`config.mk`:
```
export PLATFORM = sky130hd
export DESIGN_NAME = ext_pipe_flat
export DESIGN_NICKNAME = d
export VERILOG_FILES = /design/src/rtl/ext_pipe_pkg.sv /design/src/rtl/ext_pipe_if.sv /design/src/rtl/ext_pipe_core.sv /design/src/rtl/ext_pipe.sv /design/src/flat_wrapper.sv
export SDC_FILE = /design/constraint.sdc
export NUM_CORES = 1
export LEC_CHECK = 0
export BUFFER_PORTS_ARGS = -buffer_cell sky130_fd_sc_hd__buf_2
export CORE_UTILIZATION = 55
export CTS_BUF_LIST = sky130_fd_sc_hd__clkbuf_2
export DETAILED_ROUTE_END_ITERATION = 7
export PLACE_DENSITY = 0.76
export SLEW_MARGIN = 25
export SYNTH_ARGS = -nofsm -noshare
export SYNTH_HDL_FRONTEND = slang
export SYNTH_SLANG_ARGS = --single-unit
```
`constraint.sdc`:
```
create_clock -name clk -period 1.9 [get_ports clk]
set_clock_uncertainty 0.05 [all_clocks]
set_input_delay 0.19 -clock clk [delete_from_list [all_inputs] [get_ports clk]]
set_output_delay 0.19 -clock clk [all_outputs]
set_load 0.02 [all_outputs]
```
`src/rtl/ext_pipe_pkg.sv`:
```
// Shared control defines for the immediate-extension pipeline.
// Extends the EXTOP code set used by the decode stages.
package ext_pipe_pkg;
  typedef logic [1:0] extop_t;

  localparam extop_t EXTOP_ZERO = 2'd0;
  localparam extop_t EXTOP_SIGN = 2'd1;
  localparam extop_t EXTOP_HIGH = 2'd2;
  localparam extop_t EXTOP_PAIR = 2'd3;
endpackage

```
`src/rtl/ext_pipe_if.sv`:
```
// Request/response bundle between an immediate producer and ext_pipe.
// master drives beats and consumes results; slave is the pipeline stage.
interface ext_pipe_if #(
  parameter int IMM_W = 16,
  parameter int OUT_W = 32
);
  import ext_pipe_pkg::*;

  logic             flush;
  logic             in_valid;
  logic             in_ready;
  extop_t           ext_op;
  logic [IMM_W-1:0] imm;
  logic             out_valid;
  logic             out_ready;
  logic [OUT_W-1:0] imm_out;
  logic             pair_pending;

  modport master (
    output flush, in_valid, ext_op, imm, out_ready,
    input  in_ready, out_valid, imm_out, pair_pending
  );

  modport slave (
    input  flush, in_valid, ext_op, imm, out_ready,
    output in_ready, out_valid, imm_out, pair_pending
  );
endinterface

```
`src/rtl/ext_pipe_core.sv`:
```
// Combinational single-beat extender: ZERO, SIGN and HIGH modes.
// PAIR needs two beats and is assembled by the enclosing stage.
module ext_core
  import ext_pipe_pkg::*;
#(
  parameter int IMM_W = 16,
  parameter int OUT_W = 32
) (
  input  extop_t           op,
  input  logic [IMM_W-1:0] imm,
  output logic [OUT_W-1:0] res
);
  always_comb begin
    res = '0;
    case (op)
      EXTOP_ZERO: res[IMM_W-1:0] = imm;
      EXTOP_SIGN: res = {{(OUT_W-IMM_W){imm[IMM_W-1]}}, imm};
      EXTOP_HIGH: res[2*IMM_W-1:IMM_W] = imm;
      default:    res = '0;
    endcase
  end
endmodule

```
`src/rtl/ext_pipe.sv`:
```
// Registered immediate-extension stage with valid/ready handshake.
// Single-beat modes go through ext_core; PAIR joins two beats as {hi, lo}.
module ext_pipe
  import ext_pipe_pkg::*;
#(
  parameter int IMM_W = 16,
  parameter int OUT_W = 32
) (
  input  logic       clk,
  input  logic       rst,
  ext_pipe_if.slave  bus
);
  localparam logic [0:0] S_IDLE    = 1'b0;
  localparam logic [0:0] S_HI_HELD = 1'b1;

  if (OUT_W < 2*IMM_W) begin : g_bad_param
    $error("ext_pipe: OUT_W must be >= 2*IMM_W");
  end

  logic [0:0]       state;
  logic [IMM_W-1:0] hi;
  logic             out_valid;
  logic [OUT_W-1:0] imm_out;
  logic [OUT_W-1:0] core_res;
  logic [OUT_W-1:0] pair_res;
  logic             accept;
  logic             consume;

  ext_core #(.IMM_W(IMM_W), .OUT_W(OUT_W)) u_core (
    .op  (bus.ext_op),
    .imm (bus.imm),
    .res (core_res)
  );

  always_comb begin
    pair_res = '0;
    pair_res[2*IMM_W-1:0] = {hi, bus.imm};
  end

  assign bus.in_ready     = !out_valid || bus.out_ready;
  assign accept           = bus.in_valid && bus.in_ready && !bus.flush;
  assign consume          = out_valid && bus.out_ready;
  assign bus.out_valid    = out_valid;
  assign bus.imm_out      = imm_out;
  assign bus.pair_pending = (state == S_HI_HELD);

  always_ff @(posedge clk) begin
    if (rst) begin
      state     <= S_IDLE;
      hi        <= '0;
      out_valid <= 1'b0;
      imm_out   <= '0;
    end else if (bus.flush) begin
      // imm_out is left as-is; out_valid=0 already marks it stale
      state     <= S_IDLE;
      hi        <= '0;
      out_valid <= 1'b0;
    end else if (accept) begin
      if (state == S_HI_HELD) begin
        imm_out   <= pair_res;
        out_valid <= 1'b1;
        hi        <= '0;
        state     <= S_IDLE;
      end else if (bus.ext_op == EXTOP_PAIR) begin
        // first half only: nothing new to present, old result may drain
        hi    <= bus.imm;
        state <= S_HI_HELD;
        if (consume) out_valid <= 1'b0;
      end else begin
        imm_out   <= core_res;
        out_valid <= 1'b1;
      end
    end else if (consume) begin
      out_valid <= 1'b0;
    end
  end
endmodule

```
`src/flat_wrapper.sv`:
```
// flat-port wrapper written by rule: the top's interface ports become plain ports
module ext_pipe_flat import ext_pipe_pkg::*;
#(
  parameter int IMM_W = 16,
  parameter int OUT_W = 32
)
  (clk, rst, bus_flush, bus_in_valid, bus_ext_op, bus_imm, bus_out_ready, bus_in_ready, bus_out_valid, bus_imm_out, bus_pair_pending);
  ext_pipe_if #(.IMM_W(IMM_W), .OUT_W(OUT_W)) bus_i ();
  input  logic clk;
  input  logic rst;
  input wire logic [$bits(bus_i.flush)-1:0] bus_flush;
  input wire logic [$bits(bus_i.in_valid)-1:0] bus_in_valid;
  input wire logic [$bits(bus_i.ext_op)-1:0] bus_ext_op;
  input wire logic [$bits(bus_i.imm)-1:0] bus_imm;
  input wire logic [$bits(bus_i.out_ready)-1:0] bus_out_ready;
  output wire logic [$bits(bus_i.in_ready)-1:0] bus_in_ready;
  output wire logic [$bits(bus_i.out_valid)-1:0] bus_out_valid;
  output wire logic [$bits(bus_i.imm_out)-1:0] bus_imm_out;
  output wire logic [$bits(bus_i.pair_pending)-1:0] bus_pair_pending;
  assign bus_i.flush = bus_flush;
  assign bus_i.in_valid = bus_in_valid;
  assign bus_i.ext_op = bus_ext_op;
  assign bus_i.imm = bus_imm;
  assign bus_i.out_ready = bus_out_ready;
  assign bus_in_ready = bus_i.in_ready;
  assign bus_out_valid = bus_i.out_valid;
  assign bus_imm_out = bus_i.imm_out;
  assign bus_pair_pending = bus_i.pair_pending;
  ext_pipe #(.IMM_W(IMM_W), .OUT_W(OUT_W)) u_core (.clk(clk), .rst(rst), .bus(bus_i));
endmodule
```
==> results.toml, run 1 <==
[setup_path]
worstPathArrival_ps = 1440
r2r_start = "u_core.bus.pair_pending$_SDFFE_PP0P_"
cp.required_ps = 1660
reg2reg_to = "u_core.bus.imm_out[28]$_SDFFE_PP0P_"
r2r_setup_slack_ps = 230
critPathLaunchType = "flip-flop"
worst-r2r-cell-count = 5
path_max_fanout = 34
crit_type = "flip-flop to output port"
setup.worst_path.end_class = "output port"

[place]
io_buffer_count = 57
place.gp.congestion = 0.8210
dp_hpwl_um = 4458

[die]
chipWidth_um = 72.28
die_h_um = 72.28
dieArea_sq_um = 5224
start_util_pct = 57.51
core_area_sq_um = 4723
rows = 25
io_pins = 58

[run_status]
status = "complete, no violations"

[timing]
slew_headroom_pct = 51.98
final-setup-viol-count = 0
worst_pin_slew_ps = 719.5
rsz0062_at_grt = "false"
maxSlewViolCount = 0
hold_viol = 0
setup_tns_ps = 0
fin_crit_ps = 1682
fmax_ghz = 0.5945
period_share_pct = 88.53

[logic_synthesis]
synth.largest_area_cell = "dfxtp_1"
mappedNetlistArea_sq_um = 2716
ys_seq_area_share_pct = 36.85
synthCells = 294
synth_warnings = 0
ys_top_cells_by_area = "dfxtp_1 37%, a211oi_2 7.4%, a211o_1 5.2%"
synth_cell_types = 30
synth_area_per_cell_sq_um = 9.239
yosys.area.top_type_share_pct = 36.85
syn_nets = 321
ys_ff_latch = 50

[routing]
drt-vias-per-instance = 6.277
wl_per_cell_um = 17.62
wl_um = 7241
drcViolationCount = 0
dr.pass1.iters = 4
vias = 2580
drtIter0Drc = 166
ant_nets = 0

[power_and_ir_drop]
powerDensity_nw_per_um2 = 614.0
vdd_drop_max_v = 0.0003702
total_power_mw = 1.961
p_leak_nw = 1.316

[clock_network]
cts_tree = "built"
path_clk_slew_ps = 240
clockBufferDepth = 2
cts_root_buf = "clkbuf_2"
h-tree-depth = 2
ctsHoldBuffers = 15
post_cts_resized = 0
clock_sinks = 50
insertion_delay_ps = 420
cts_made_buffers = 5
post_cts_buffers = 0

[grt]
grt_use_total_pct = 28.52
grt_pass1_vias = 2348
grt-ovfl-total = 0
grt_pass1_wl_um = 11670
antenna_found_initial = 0
grt_max_degree = 35

[layout]
fillers = 413
n_antenna_cell = 0
num-nets-final = 371
drive_above_1_share_pct = 29.07
area_delta_synth_final_pct = 17.55

[worst_hold_path]
hold_class = "primary input to flip-flop"
min_to = "u_core.bus.imm_out[30]$_SDFFE_PP0P_"
holdPathStages = 2
holdCritStartpoint = "rst"

[run]
max_cap_viol_count = 0
==> cells by family after synthesis <==
group	Yosys count	synth area share, %
buffers and inverters	80	13.59
AO/OA/AOI/OAI	130	41.00
flip-flops	50	36.85
adder cells (fa/ha/maj)	4	1.843
AND/OR/NAND/NOR	30	6.725
==> layout by cell type (no fill, tap or decap), types with 2 or more instances in the layout <==
cell / synthesis / layout
a211oi_2: 16 / 16
nor4_1: 16 / 16
dlygate4sd3_1: 0 / 15
nand2b_2: 1 / 2
buf_4: 1 / 14
a31oi_1: 16 / 16
a22oi_1: 15 / 15
a31o_1: 16 / 16
a211oi_1: 16 / 16
ha_1: 4 / 4
nor2_1: 3 / 2
buf_12: 0 / 2
dfxtp_1: 50 / 50
a2bb2oi_1: 15 / 15
buf_2: 10 / 57
inv_1: 35 / 35
a311oi_1: 16 / 16
a211o_1: 16 / 16
clkbuf_2: 0 / 6
a21oi_1: 2 / 2
==> Yosys cell counts, drive strengths merged <==
master and number:
a21bo 1, a31oi 16, a21oi 2, nand2 1, a211o 16, clkbuf 27, and4b 1, nand2b 3
nor2 3, a31o 16, nand3b 1, buf 18, nand3 1, nor3 1, nor4 16, o31a 1
ha 4, a311oi 16, inv 35, and3 1, or2 1, nor2b 1, a211oi 32, a2bb2oi 15
a22oi 15, dfxtp 50
==> routing by layer <==
| layer | wire length, um | GRT usage [%] | vias to the layer above |
|---|---|---|---|
| met5 | 0 | 0 | - |
| met4 | 157 | 9.368 | 0 |
| met3 | 419 | 5.417 | 14 |
| met2 | 3326 | 44.03 | 96 |
| met1 | 3339 | 40.19 | 1244 |
| li1 | - | - | 1226 |
==> area by class of cell <==
cell class	instances	area (sq um)	share of cell area (%)
Multi-Input combinational cell	164	1359	42.55
Inverter	35	131.4	4.114
Timing Repair Buffer	88	580.6	18.18
Clock inverter	1	7.507	0.2351
Sequential cell	50	1001	31.35
Tap cell	67	83.83	2.625
Clock buffer	6	30.03	0.9404
==> through the flow <==
step | util [%] | std cells | setup slack, ps | instance area, sq um | hold slack (ps)
final | 67.60 | 411 | 218.0 | 3193 | 45.00
after global placement | 63.58 | 389 | 106.1 | 3003 | 388.9
after CTS | 67.60 | 411 | 199.6 | 3193 | 32.61
after global routing | 67.60 | 411 | 130.2 | 3193 | 25.52
after floorplan | - | 294 | 202.1 | 2716 | 258.1
after detailed placement | 63.63 | 389 | 258.5 | 3005 | 382.6
==> worst max path at each step <==
stage | from | endpoint | cells after the start
floorplan | u_core.bus.pair_pending$_SDFFE_PP0P_ | u_core.hi[11]$_SDFFE_PP0P_ | 7
global placement | bus_ext_op[1] | u_core.bus.imm_out[12]$_SDFFE_PP0P_ | 6
detailed placement | u_core.bus.pair_pending$_SDFFE_PP0P_ | u_core.bus.imm_out[28]$_SDFFE_PP0P_ | 5
CTS | u_core.bus.out_valid$_SDFF_PP0_ | bus_in_ready | 3
global route | u_core.bus.out_valid$_SDFF_PP0_ | bus_in_ready | 3
finish | u_core.bus.out_valid$_SDFF_PP0_ | bus_in_ready | 3
==> report_power, final <==
part	switching, mW	leakage (nW)	internal [mW]
sequential	0.0176	0.406	1.09
combinational	0.256	0.884	0.174
clock	0.337	0.0251	0.0889
==> critical path, cell delays in order (launching register included) <==
cell	delay, ps
dfxtp_1	370
nand2b_2	80
buf_4	340
buf_2	240
==> flip-flops by register name (all words and copies together) (netlist names) <==
signal / cells
u_core.bus.imm_out: 32
u_core.hi: 16
u_core.bus.out_valid: 1
u_core.bus.pair_pending: 1
(Power assumes the default switching activity.)
==> inputs of run 2 (changes only) <==
PLACE_DENSITY = unset   (was 0.76)
PLACE_DENSITY_LB_ADDON = 0.25   (was unset)
==> run 2 against run 1 <==
  * Setup slack worse by 91 ps
  * Global-route usage hardly changed
  * Clock power is 27% higher
  * Count of clock-buffer cells in the layout is 1 lower
  * Critical path depth stayed put
  * Sequential power hardly changed
  * Non-clock buffer count is 1 lower
  * Final area hardly changed
  * Largest power group unchanged
  * Fmax is 5.2% lower
  * Register-to-register slack better by 240 ps
  * Via count is 0.35% lower
==> results.toml, run 2 (synthesis gave the netlist of run 1 again) <==
[grt]
antenna_found_initial = 0
grt_pass1_wl_um = 11700
grtUsageMet1_pct = 41.48
use_met2_pct = 43.51
grt_max_degree = 53
grt-ovfl-total = 0
grt_pass1_vias = 2294
grt_use_total_pct = 28.52
use_met3_pct = 5.000
top_usage_layer = "met2"

[layout]
multi_input_area_sq_um = 1359
fin_cells = 410
largest_reg_flops = 32
seq_area_sq_um = 1001
fin_area_sq_um = 3194
mostFrequentLayoutCell = "buf_2"
reg.largest.list = "u_core.bus.imm_out: 32 flops, u_core.hi: 16 flops"
mostFrequentLayoutCells = "57 x buf_2, 50 x dfxtp_1, 35 x inv_1"
top_register = "u_core.bus.imm_out"
fillers = 400
drive_above_1_share_pct = 28.57
n_antenna_cell = 0
area_delta_synth_final_pct = 17.60
num-nets-final = 370

[setup_path]
reg2reg_to = "u_core.hi[5]$_SDFFE_PP0P_"
worstPathArrival_ps = 1530
crit_type = "flip-flop to output port"
r2r_setup_slack_ps = 470
path_max_fanout = 42
r2r_start = "u_core.bus.out_valid$_SDFF_PP0_"
worst-r2r-cell-count = 4
setup.worst_path.end_class = "output port"
cp_slowest_stage_delay_ps = 400
cp_slowest_cell = "buf_4"
cp.required_ps = 1660
critPathLaunchType = "flip-flop"
path_cells = "nand2b_2, buf_4, buf_2"

[routing]
ant_nets = 0
wl_um = 7174
dr.pass1.iters = 4
vias = 2571
drtIter0Drc = 244
wl_per_cell_um = 17.50
drt-vias-per-instance = 6.271
drcViolationCount = 0

[run]
max_cap_viol_count = 0

[clock_network]
post_cts_resized = 0
post_cts_buffers = 0
clockBufferDepth = 2
ctsHoldBuffers = 15
cts_tree = "built"
path_clk_slew_ps = 240
cts_made_buffers = 5
clock_sinks = 50
h-tree-depth = 2
cts_root_buf = "clkbuf_2"
insertion_delay_ps = 420

[worst_hold_path]
min_to = "u_core.bus.imm_out[15]$_SDFFE_PP0P_"
holdPathStages = 2
hold_class = "primary input to flip-flop"
holdCritStartpoint = "bus_imm[15]"

[timing]
worst_pin_slew_ps = 757.0
final-setup-viol-count = 0
fmax_ghz = 0.5639
setup_tns_ps = 0
hold_viol = 0
rsz0062_at_grt = "false"
period_share_pct = 93.34
fin_crit_ps = 1773
slew_headroom_pct = 49.48
maxSlewViolCount = 0

[place]
dpl-instance-area_sq_um = 2985
place_inst = 388
place.gp.congestion = 0.7663
dp_hpwl_um = 4174
io_buffer_count = 57

[die]
dieArea_sq_um = 5224
die_h_um = 72.28
chipWidth_um = 72.28
io_pins = 58
core_area_sq_um = 4723
start_util_pct = 57.51
rows = 25

[power_and_ir_drop]
vdd_drop_max_v = 0.0005069
powerDensity_nw_per_um2 = 648.6
total_power_mw = 2.072
p_leak_nw = 1.317

[run_status]
status = "complete, no violations"
==> run 2: cell types whose count changed in the layout (fill, tap and decap cells not counted), sizes merged <==
cell      previous run  this run
clkinvlp             1         0
clkbuf               6         5
bufinv               0         1
buf                 73        72
clkinv               0         1
==> run 2: worst max-delay path by stage <==
stage | from | endpoint | slack, ps | depth (start not counted)
2_1_floorplan | u_core.bus.pair_pending$_SDFFE_PP0P_ | u_core.hi[11]$_SDFFE_PP0P_ | 200 | 7
3_3_place_gp | bus_ext_op[1] | u_core.bus.imm_out[11]$_SDFFE_PP0P_ | 80 | 6
3_5_place_dp | bus_ext_op[1] | u_core.bus.imm_out[3]$_SDFFE_PP0P_ | 370 | 6
4_1_cts | u_core.bus.out_valid$_SDFF_PP0_ | bus_in_ready | 110 | 3
5_1_grt | u_core.bus.out_valid$_SDFF_PP0_ | bus_in_ready | 50 | 3
6_report | u_core.bus.out_valid$_SDFF_PP0_ | bus_in_ready | 130 | 3
==> run 2: per-layer routing <==
layer | vias up | part of all wire, % | routed length (um)
met5 | - | 0 | 0
met3 | 7 | 7.2 | 513
met1 | 1241 | 45 | 3253
met2 | 103 | 46 | 3324
li1 | 1220 | - | -
met4 | 0 | 1.1 | 82
==> run 2: stage by stage <==
stage / setup WS [ps] / util, % / hold WS, ps
floorplan: 202.1 / - / 258.1
global placement: 81.21 / 63.15 / 389.8
detailed placement: 366.9 / 63.21 / 396.4
CTS: 114.1 / 67.63 / 163.4
global route: 54.34 / 67.63 / 156.1
finish: 126.6 / 67.63 / 181.6
==> run 2: final cells by class <==
type	instances	area share [%]
multi-input combinational	164	42.54
sequential	50	31.34
timing repair buffer	87	17.55
inverter	35	4.113
tap	67	2.624
clock inverter	2	1.058
clock buffer	5	0.7834
==> run 2: critical path: cells and delay by family (launching register included) <==
| family | cells | cell delay [ps] |
|---|---|---|
| buffers and inverters | 2 | 650 |
| AND/OR/NAND/NOR | 1 | 80 |
| flip-flops | 1 | 370 |
==> run 2: power by group <==
group	internal [mW]	switching (mW)
sequential	1.09	0.0167
combinational	0.170	0.256
clock	0.211	0.331
total	1.47	0.604
